--- src/rtl/hazard_detection_if.sv ---
// Hazard controller bundle: ID/EX hazard inputs in, pipeline enables and flushes out.
// Purely combinational grouping; carries no state or latency of its own.
// master = pipeline datapath side, slave = hazard_detection controller side.
interface hazard_detection_if #(
  parameter int CNT_W = 16
);
  logic [4:0]       IF_ID_Rs;
  logic [4:0]       IF_ID_Rt;
  logic             IF_ID_uses_Rt;
  logic             ID_EX_MemRead;
  logic [4:0]       ID_EX_Rd;
  logic             EX_branch_taken;
  logic             mem_req;
  logic             mem_ready;
  logic             PC_write;
  logic             IF_ID_write;
  logic             ID_EX_bubble;
  logic             IF_ID_flush;
  logic             ID_EX_flush;
  logic             pipe_freeze;
  logic [CNT_W-1:0] stall_count;

  modport master (
    output IF_ID_Rs, IF_ID_Rt, IF_ID_uses_Rt, ID_EX_MemRead, ID_EX_Rd,
           EX_branch_taken, mem_req, mem_ready,
    input  PC_write, IF_ID_write, ID_EX_bubble, IF_ID_flush, ID_EX_flush,
           pipe_freeze, stall_count
  );

  modport slave (
    input  IF_ID_Rs, IF_ID_Rt, IF_ID_uses_Rt, ID_EX_MemRead, ID_EX_Rd,
           EX_branch_taken, mem_req, mem_ready,
    output PC_write, IF_ID_write, ID_EX_bubble, IF_ID_flush, ID_EX_flush,
           pipe_freeze, stall_count
  );
endinterface

--- src/rtl/hazard_detection.sv ---
// ID-stage hazard/stall controller: load-use bubbles, memory freeze, branch flush.
// Latency: outputs are combinational from state and inputs (same cycle).
// Backpressure: mem_req && !mem_ready freezes the pipe until mem_ready; HAZARD_STATS_EN adds stall_count.
module hazard_detection #(
  parameter int LOAD_LAT = 1,
  parameter int CNT_W    = 16
) (
  input logic               clk,
  input logic               reset,
  hazard_detection_if.slave hd
);

  localparam logic [1:0] RUN      = 2'd0;
  localparam logic [1:0] LU_STALL = 2'd1;
  localparam logic [1:0] MEM_WAIT = 2'd2;
  localparam logic [3:0] LAT_M1   = 4'(LOAD_LAT - 1);

  logic [1:0] state, state_nx;
  logic [1:0] ret_state, ret_nx;
  logic [3:0] cnt, cnt_nx;
  logic       lu_hazard, mem_stall;
  logic       pc_write_c, if_id_write_c, bubble_c, if_flush_c, ex_flush_c, freeze_c;

  assign lu_hazard = hd.ID_EX_MemRead && (hd.ID_EX_Rd != 5'd0) &&
                     ((hd.ID_EX_Rd == hd.IF_ID_Rs) ||
                      (hd.IF_ID_uses_Rt && (hd.ID_EX_Rd == hd.IF_ID_Rt)));
  assign mem_stall = hd.mem_req && !hd.mem_ready;

  // Next-state and output decode; memory freeze wins over branch flush wins over load-use bubble.
  always_comb begin
    pc_write_c    = 1'b1;
    if_id_write_c = 1'b1;
    bubble_c      = 1'b0;
    if_flush_c    = 1'b0;
    ex_flush_c    = 1'b0;
    freeze_c      = 1'b0;
    state_nx      = state;
    ret_nx        = ret_state;
    cnt_nx        = cnt;
    case (state)
      RUN: begin
        if (mem_stall) begin
          pc_write_c    = 1'b0;
          if_id_write_c = 1'b0;
          freeze_c      = 1'b1;
          state_nx      = MEM_WAIT;
          ret_nx        = RUN;
        end else if (hd.EX_branch_taken) begin
          // The instruction in ID is squashed, so its load-use hazard is moot.
          if_flush_c = 1'b1;
          ex_flush_c = 1'b1;
        end else if (lu_hazard) begin
          pc_write_c    = 1'b0;
          if_id_write_c = 1'b0;
          bubble_c      = 1'b1;
          if (LOAD_LAT > 1) begin
            cnt_nx   = LAT_M1;
            state_nx = LU_STALL;
          end
        end
      end
      LU_STALL: begin
        pc_write_c    = 1'b0;
        if_id_write_c = 1'b0;
        if (mem_stall) begin
          // Remaining bubble count is preserved across the freeze.
          freeze_c = 1'b1;
          state_nx = MEM_WAIT;
          ret_nx   = LU_STALL;
        end else if (hd.EX_branch_taken) begin
          pc_write_c    = 1'b1;
          if_id_write_c = 1'b1;
          if_flush_c    = 1'b1;
          ex_flush_c    = 1'b1;
          cnt_nx        = 4'd0;
          state_nx      = RUN;
        end else begin
          bubble_c = 1'b1;
          cnt_nx   = cnt - 4'd1;
          if (cnt <= 4'd1) state_nx = RUN;
        end
      end
      MEM_WAIT: begin
        // EX is frozen, so a taken branch here is seen again after release.
        pc_write_c    = 1'b0;
        if_id_write_c = 1'b0;
        freeze_c      = 1'b1;
        if (hd.mem_ready) state_nx = ret_state;
      end
      default: state_nx = RUN;
    endcase
  end

  // Controller state; reset aborts any stall in progress.
  always_ff @(posedge clk or posedge reset) begin
    if (reset) begin
      state     <= RUN;
      ret_state <= RUN;
      cnt       <= 4'd0;
    end else begin
      state     <= state_nx;
      ret_state <= ret_nx;
      cnt       <= cnt_nx;
    end
  end

  // Reset forces the free-running enables regardless of hazard inputs.
  assign hd.PC_write     = reset | pc_write_c;
  assign hd.IF_ID_write  = reset | if_id_write_c;
  assign hd.ID_EX_bubble = ~reset & bubble_c;
  assign hd.IF_ID_flush  = ~reset & if_flush_c;
  assign hd.ID_EX_flush  = ~reset & ex_flush_c;
  assign hd.pipe_freeze  = ~reset & freeze_c;

`ifdef HAZARD_STATS_EN
  logic [CNT_W-1:0] stall_cnt_q;

  // Saturating count of cycles in which the PC is held.
  always_ff @(posedge clk or posedge reset) begin
    if (reset) begin
      stall_cnt_q <= '0;
    end else if (!pc_write_c && (stall_cnt_q != {CNT_W{1'b1}})) begin
      stall_cnt_q <= stall_cnt_q + 1'b1;
    end
  end

  assign hd.stall_count = stall_cnt_q;
`else
  assign hd.stall_count = '0;
`endif

endmodule

--- src/flat_wrapper.sv ---
// flat-port wrapper written by rule: the top's interface ports become plain ports
module hazard_detection_flat 
#(
  parameter int LOAD_LAT = 1,
  parameter int CNT_W    = 16
)
  (clk, reset, hd_IF_ID_Rs, hd_IF_ID_Rt, hd_IF_ID_uses_Rt, hd_ID_EX_MemRead, hd_ID_EX_Rd, hd_EX_branch_taken, hd_mem_req, hd_mem_ready, hd_PC_write, hd_IF_ID_write, hd_ID_EX_bubble, hd_IF_ID_flush, hd_ID_EX_flush, hd_pipe_freeze, hd_stall_count);
  hazard_detection_if #(.CNT_W(CNT_W)) hd_i ();
  input logic clk;
  input logic reset;
  input wire logic [$bits(hd_i.IF_ID_Rs)-1:0] hd_IF_ID_Rs;
  input wire logic [$bits(hd_i.IF_ID_Rt)-1:0] hd_IF_ID_Rt;
  input wire logic [$bits(hd_i.IF_ID_uses_Rt)-1:0] hd_IF_ID_uses_Rt;
  input wire logic [$bits(hd_i.ID_EX_MemRead)-1:0] hd_ID_EX_MemRead;
  input wire logic [$bits(hd_i.ID_EX_Rd)-1:0] hd_ID_EX_Rd;
  input wire logic [$bits(hd_i.EX_branch_taken)-1:0] hd_EX_branch_taken;
  input wire logic [$bits(hd_i.mem_req)-1:0] hd_mem_req;
  input wire logic [$bits(hd_i.mem_ready)-1:0] hd_mem_ready;
  output wire logic [$bits(hd_i.PC_write)-1:0] hd_PC_write;
  output wire logic [$bits(hd_i.IF_ID_write)-1:0] hd_IF_ID_write;
  output wire logic [$bits(hd_i.ID_EX_bubble)-1:0] hd_ID_EX_bubble;
  output wire logic [$bits(hd_i.IF_ID_flush)-1:0] hd_IF_ID_flush;
  output wire logic [$bits(hd_i.ID_EX_flush)-1:0] hd_ID_EX_flush;
  output wire logic [$bits(hd_i.pipe_freeze)-1:0] hd_pipe_freeze;
  output wire logic [$bits(hd_i.stall_count)-1:0] hd_stall_count;
  assign hd_i.IF_ID_Rs = hd_IF_ID_Rs;
  assign hd_i.IF_ID_Rt = hd_IF_ID_Rt;
  assign hd_i.IF_ID_uses_Rt = hd_IF_ID_uses_Rt;
  assign hd_i.ID_EX_MemRead = hd_ID_EX_MemRead;
  assign hd_i.ID_EX_Rd = hd_ID_EX_Rd;
  assign hd_i.EX_branch_taken = hd_EX_branch_taken;
  assign hd_i.mem_req = hd_mem_req;
  assign hd_i.mem_ready = hd_mem_ready;
  assign hd_PC_write = hd_i.PC_write;
  assign hd_IF_ID_write = hd_i.IF_ID_write;
  assign hd_ID_EX_bubble = hd_i.ID_EX_bubble;
  assign hd_IF_ID_flush = hd_i.IF_ID_flush;
  assign hd_ID_EX_flush = hd_i.ID_EX_flush;
  assign hd_pipe_freeze = hd_i.pipe_freeze;
  assign hd_stall_count = hd_i.stall_count;
  hazard_detection #(.LOAD_LAT(LOAD_LAT), .CNT_W(CNT_W)) u_core (.clk(clk), .reset(reset), .hd(hd_i));
endmodule
--- config.mk ---
export PLATFORM = sky130hd
export DESIGN_NAME = hazard_detection_flat
export DESIGN_NICKNAME = d
export VERILOG_FILES = /design/src/rtl/hazard_detection_if.sv /design/src/rtl/hazard_detection.sv /design/src/flat_wrapper.sv
export SDC_FILE = /design/constraint.sdc
export NUM_CORES = 1
export LEC_CHECK = 0
export BUFFER_PORTS_ARGS = -buffer_cell sky130_fd_sc_hd__buf_4
export CAP_MARGIN = 5
export CELL_PAD_IN_SITES_DETAIL_PLACEMENT = 1
export CELL_PAD_IN_SITES_GLOBAL_PLACEMENT = 1
export CORE_MARGIN = 2
export CORE_UTILIZATION = 29
export CTS_BUF_LIST = sky130_fd_sc_hd__clkbuf_2
export CTS_CLUSTER_DIAMETER = 40
export CTS_CLUSTER_SIZE = 30
export DETAILED_ROUTE_END_ITERATION = 8
export GPL_ROUTABILITY_DRIVEN = 0
export PLACE_DENSITY = 0.91
export SYNTH_ARGS = -nofsm -noshare
export SYNTH_HDL_FRONTEND = slang
export SYNTH_SLANG_ARGS = --single-unit
--- constraint.sdc ---
create_clock -name clk -period 2 [get_ports clk]
set_input_delay 0.4 -clock clk [delete_from_list [all_inputs] [get_ports clk]]
set_output_delay 0.4 -clock clk [all_outputs]
set_load 0.01 [all_outputs]
==> run metrics <==
Tcrit/Tclk final=0.995; Worst Setup End Kind=output pin; initial core utilization=0.301; CTS tree=done; RSZ-0062 raised after global routing=true; DR pass1 iterations=2; P_leak=0.456 nW; Hold WC Path Type=input port to async pin; Worst-path clk slew=0.08 ns; syn_area_per_cell=8.14 sq um; Hold Buf Count CTS=0; DR vias/cell=4.47; Sink Count=7; DRC violations left=0; Period minus WS final=1.99 ns; Final Skew=0.00194 ns; Clock Path Buffers=2; maxcap violations=0; commonest non-fill, non-tap cells in the layout=buf_4, conb_1, nor2_1; Post-DP HPWL=1.43 mm; Port Buffer Count=27; core region area=2190 sq um; Die X=51.7 um; pre-CTS setup slack=-0.0179 ns; Worst Path Max Fanout=3; DRT iter0 DRCs=1; Worst R2R Start=u_core.state[1]$_DFFE_PP0P_; CP Launch Type=input port; n_diodes=0; commonest non-fill, non-tap cell in the layout=buf_4; Critical Path Source=hd_ID_EX_Rd[2]; layout cells sized above 1=0.351; Mapped Area=659 sq um; initial antenna violation count=0; num ports=44; die span in y=51.7 um; number of global-route vias before repair=630; routed len/inst=13.4 um; Inst Count DP=134; Final setup violation count=0; Non-Filler Instances=139; CTS buffer count=3; final hold vios=0; Post-Synth XOR/XNOR Area=0.133; largest family of logic cells by synthesized area=buffers and inverters; sequential cell area fraction in the yosys report=0.266; Post-DRT Antenna Nets=0; # rows=17; Clk Latency, worst-skew pair=0.25 ns; status=complete, no violations; first-pass GRT wire length=2.88 mm; post-synthesis simple-gate area fraction=0.195; adder-cell area share of the yosys netlist=0.0380; gr ovfl total=0; Compound-Gate Fraction of Synth Area=0.101; mux cell area share after synthesis=0.0342; Synth warnings=0; Max VDD drop=0.276 mV; Tot GR Track Use=0.148; depth of the CTS H-tree=1; crit path DAT=1.59 ns; WS Path Type=input port to output pin; setup_tns=0 ns; Layout Nets=136; Power Density=462 nW/um^2; FMAX=0.503 GHz; CTS root buffer=clkbuf_2; total vias in the final route=621; Area Growth Syn to Fin=36.1%; Mapped Cells=81; final setup margin=0.0106 ns; Die ar.=2670 sq um; number of distinct library cells after synthesis=24; total power=0.414 mW; Final Slew Violations=0; routed wire length=1.87 mm; CP Data Required Time=1.60 ns; #FFs+latches synth=7; largest net degree at the start of global routing=8
[sequential cells by signal, summed over array words and instances, names as in the netlist]
register and count:
u_core.ret_state 1, u_core.state 2, u_core.cnt 4
[layout make-up]
type | instances | area (sq um)
multi-input cells | 67 | 415
well taps | 28 | 35.0
repair buffers | 29 | 236
fillers | 276 | 1290
inverters | 4 | 15.0
flip-flops and latches | 7 | 175
clock buffers | 4 | 20.0
[final timing paths]
kind,end,slack [ns],cells past startpoint
max in group asynchronous,u_core.cnt[0]$_DFFE_PP0P_,1.72,3
setup reg to reg,u_core.state[0]$_DFFE_PP0P_,0.67,5
setup / recovery,hd_ID_EX_bubble,0.01,7
hold reg to reg,u_core.ret_state[0]$_DFFE_PP0P_,0.52,1
min in group clk,u_core.state[1]$_DFFE_PP0P_,0.32,2
hold / removal,u_core.state[0]$_DFFE_PP0P_,0.15,3
[critical path, stage by stage]
cell,delay [ns]
buf_6,0.11
xor2_2,0.17
nor4_2,0.27
a32oi_1,0.13
o21bai_1,0.21
and3_1,0.20
buf_6,0.10
[logic make-up after synthesis]
family / after synthesis
adder cells (fa/ha/maj): 2
AO/OA/AOI/OAI: 11
buffers and inverters: 22
AND/OR/NAND/NOR: 26
multiplexers: 2
other: 1
XOR/XNOR: 10
flip-flops: 7
[what timing repair did]
item	in CTS	in global routing
resized for setup	0	9
gates cloned	0	0
pin swaps	1	8
hold endpoints to repair	0	0
setup endpoints to repair	2	3
setup buffers	0	1
[where the power goes]
part           internal [mW]  switching [mW]  leakage (nW)
logic                 0.0709          0.0746         0.347
registers              0.148         0.00632        0.0930
clock network         0.0531          0.0609        0.0166
[synthesized netlist by cell type, drive strengths merged]
cell | count | area, sq um
dfrtp | 7 | 175
ha | 2 | 25.0
or4 | 1 | 7.51
nor2 | 8 | 30.0
nand3b | 1 | 7.51
inv | 4 | 15.0
nand3 | 1 | 5.00
a32oi | 1 | 8.76
a21oi | 2 | 10.0
o21ai | 5 | 25.0
buf | 18 | 135
xor2 | 9 | 78.8
and2 | 2 | 12.5
nand2b | 1 | 6.26
nand2 | 3 | 11.3
o31ai | 2 | 15.0
nor3 | 6 | 30.0
and3 | 2 | 12.5
xnor2 | 1 | 8.76
o21bai | 1 | 7.51
conb | 1 | 3.75
nor4 | 1 | 6.26
mux2 | 2 | 22.5
[stage by stage]
stage               area [sq um]  utilization  hold slack (ns)
global route                 897        0.409            0.170
finish                       897        0.409            0.154
floorplan                    716            -            0.209
global placement             826        0.377            0.409
CTS                          846        0.386            0.152
detailed placement           826        0.377            0.430
[layer usage]
| metal | wire length [um] | global-route usage | up-vias |
|---|---|---|---|
| li1 | - | - | 293 |
| met5 | 0 | 0 | - |
| met3 | 135 | 0.0201 | 3 |
| met1 | 679 | 0.149 | 296 |
| met2 | 1020 | 0.288 | 29 |
| met4 | 31 | 0.0789 | 0 |
(Power assumes the default switching activity.)
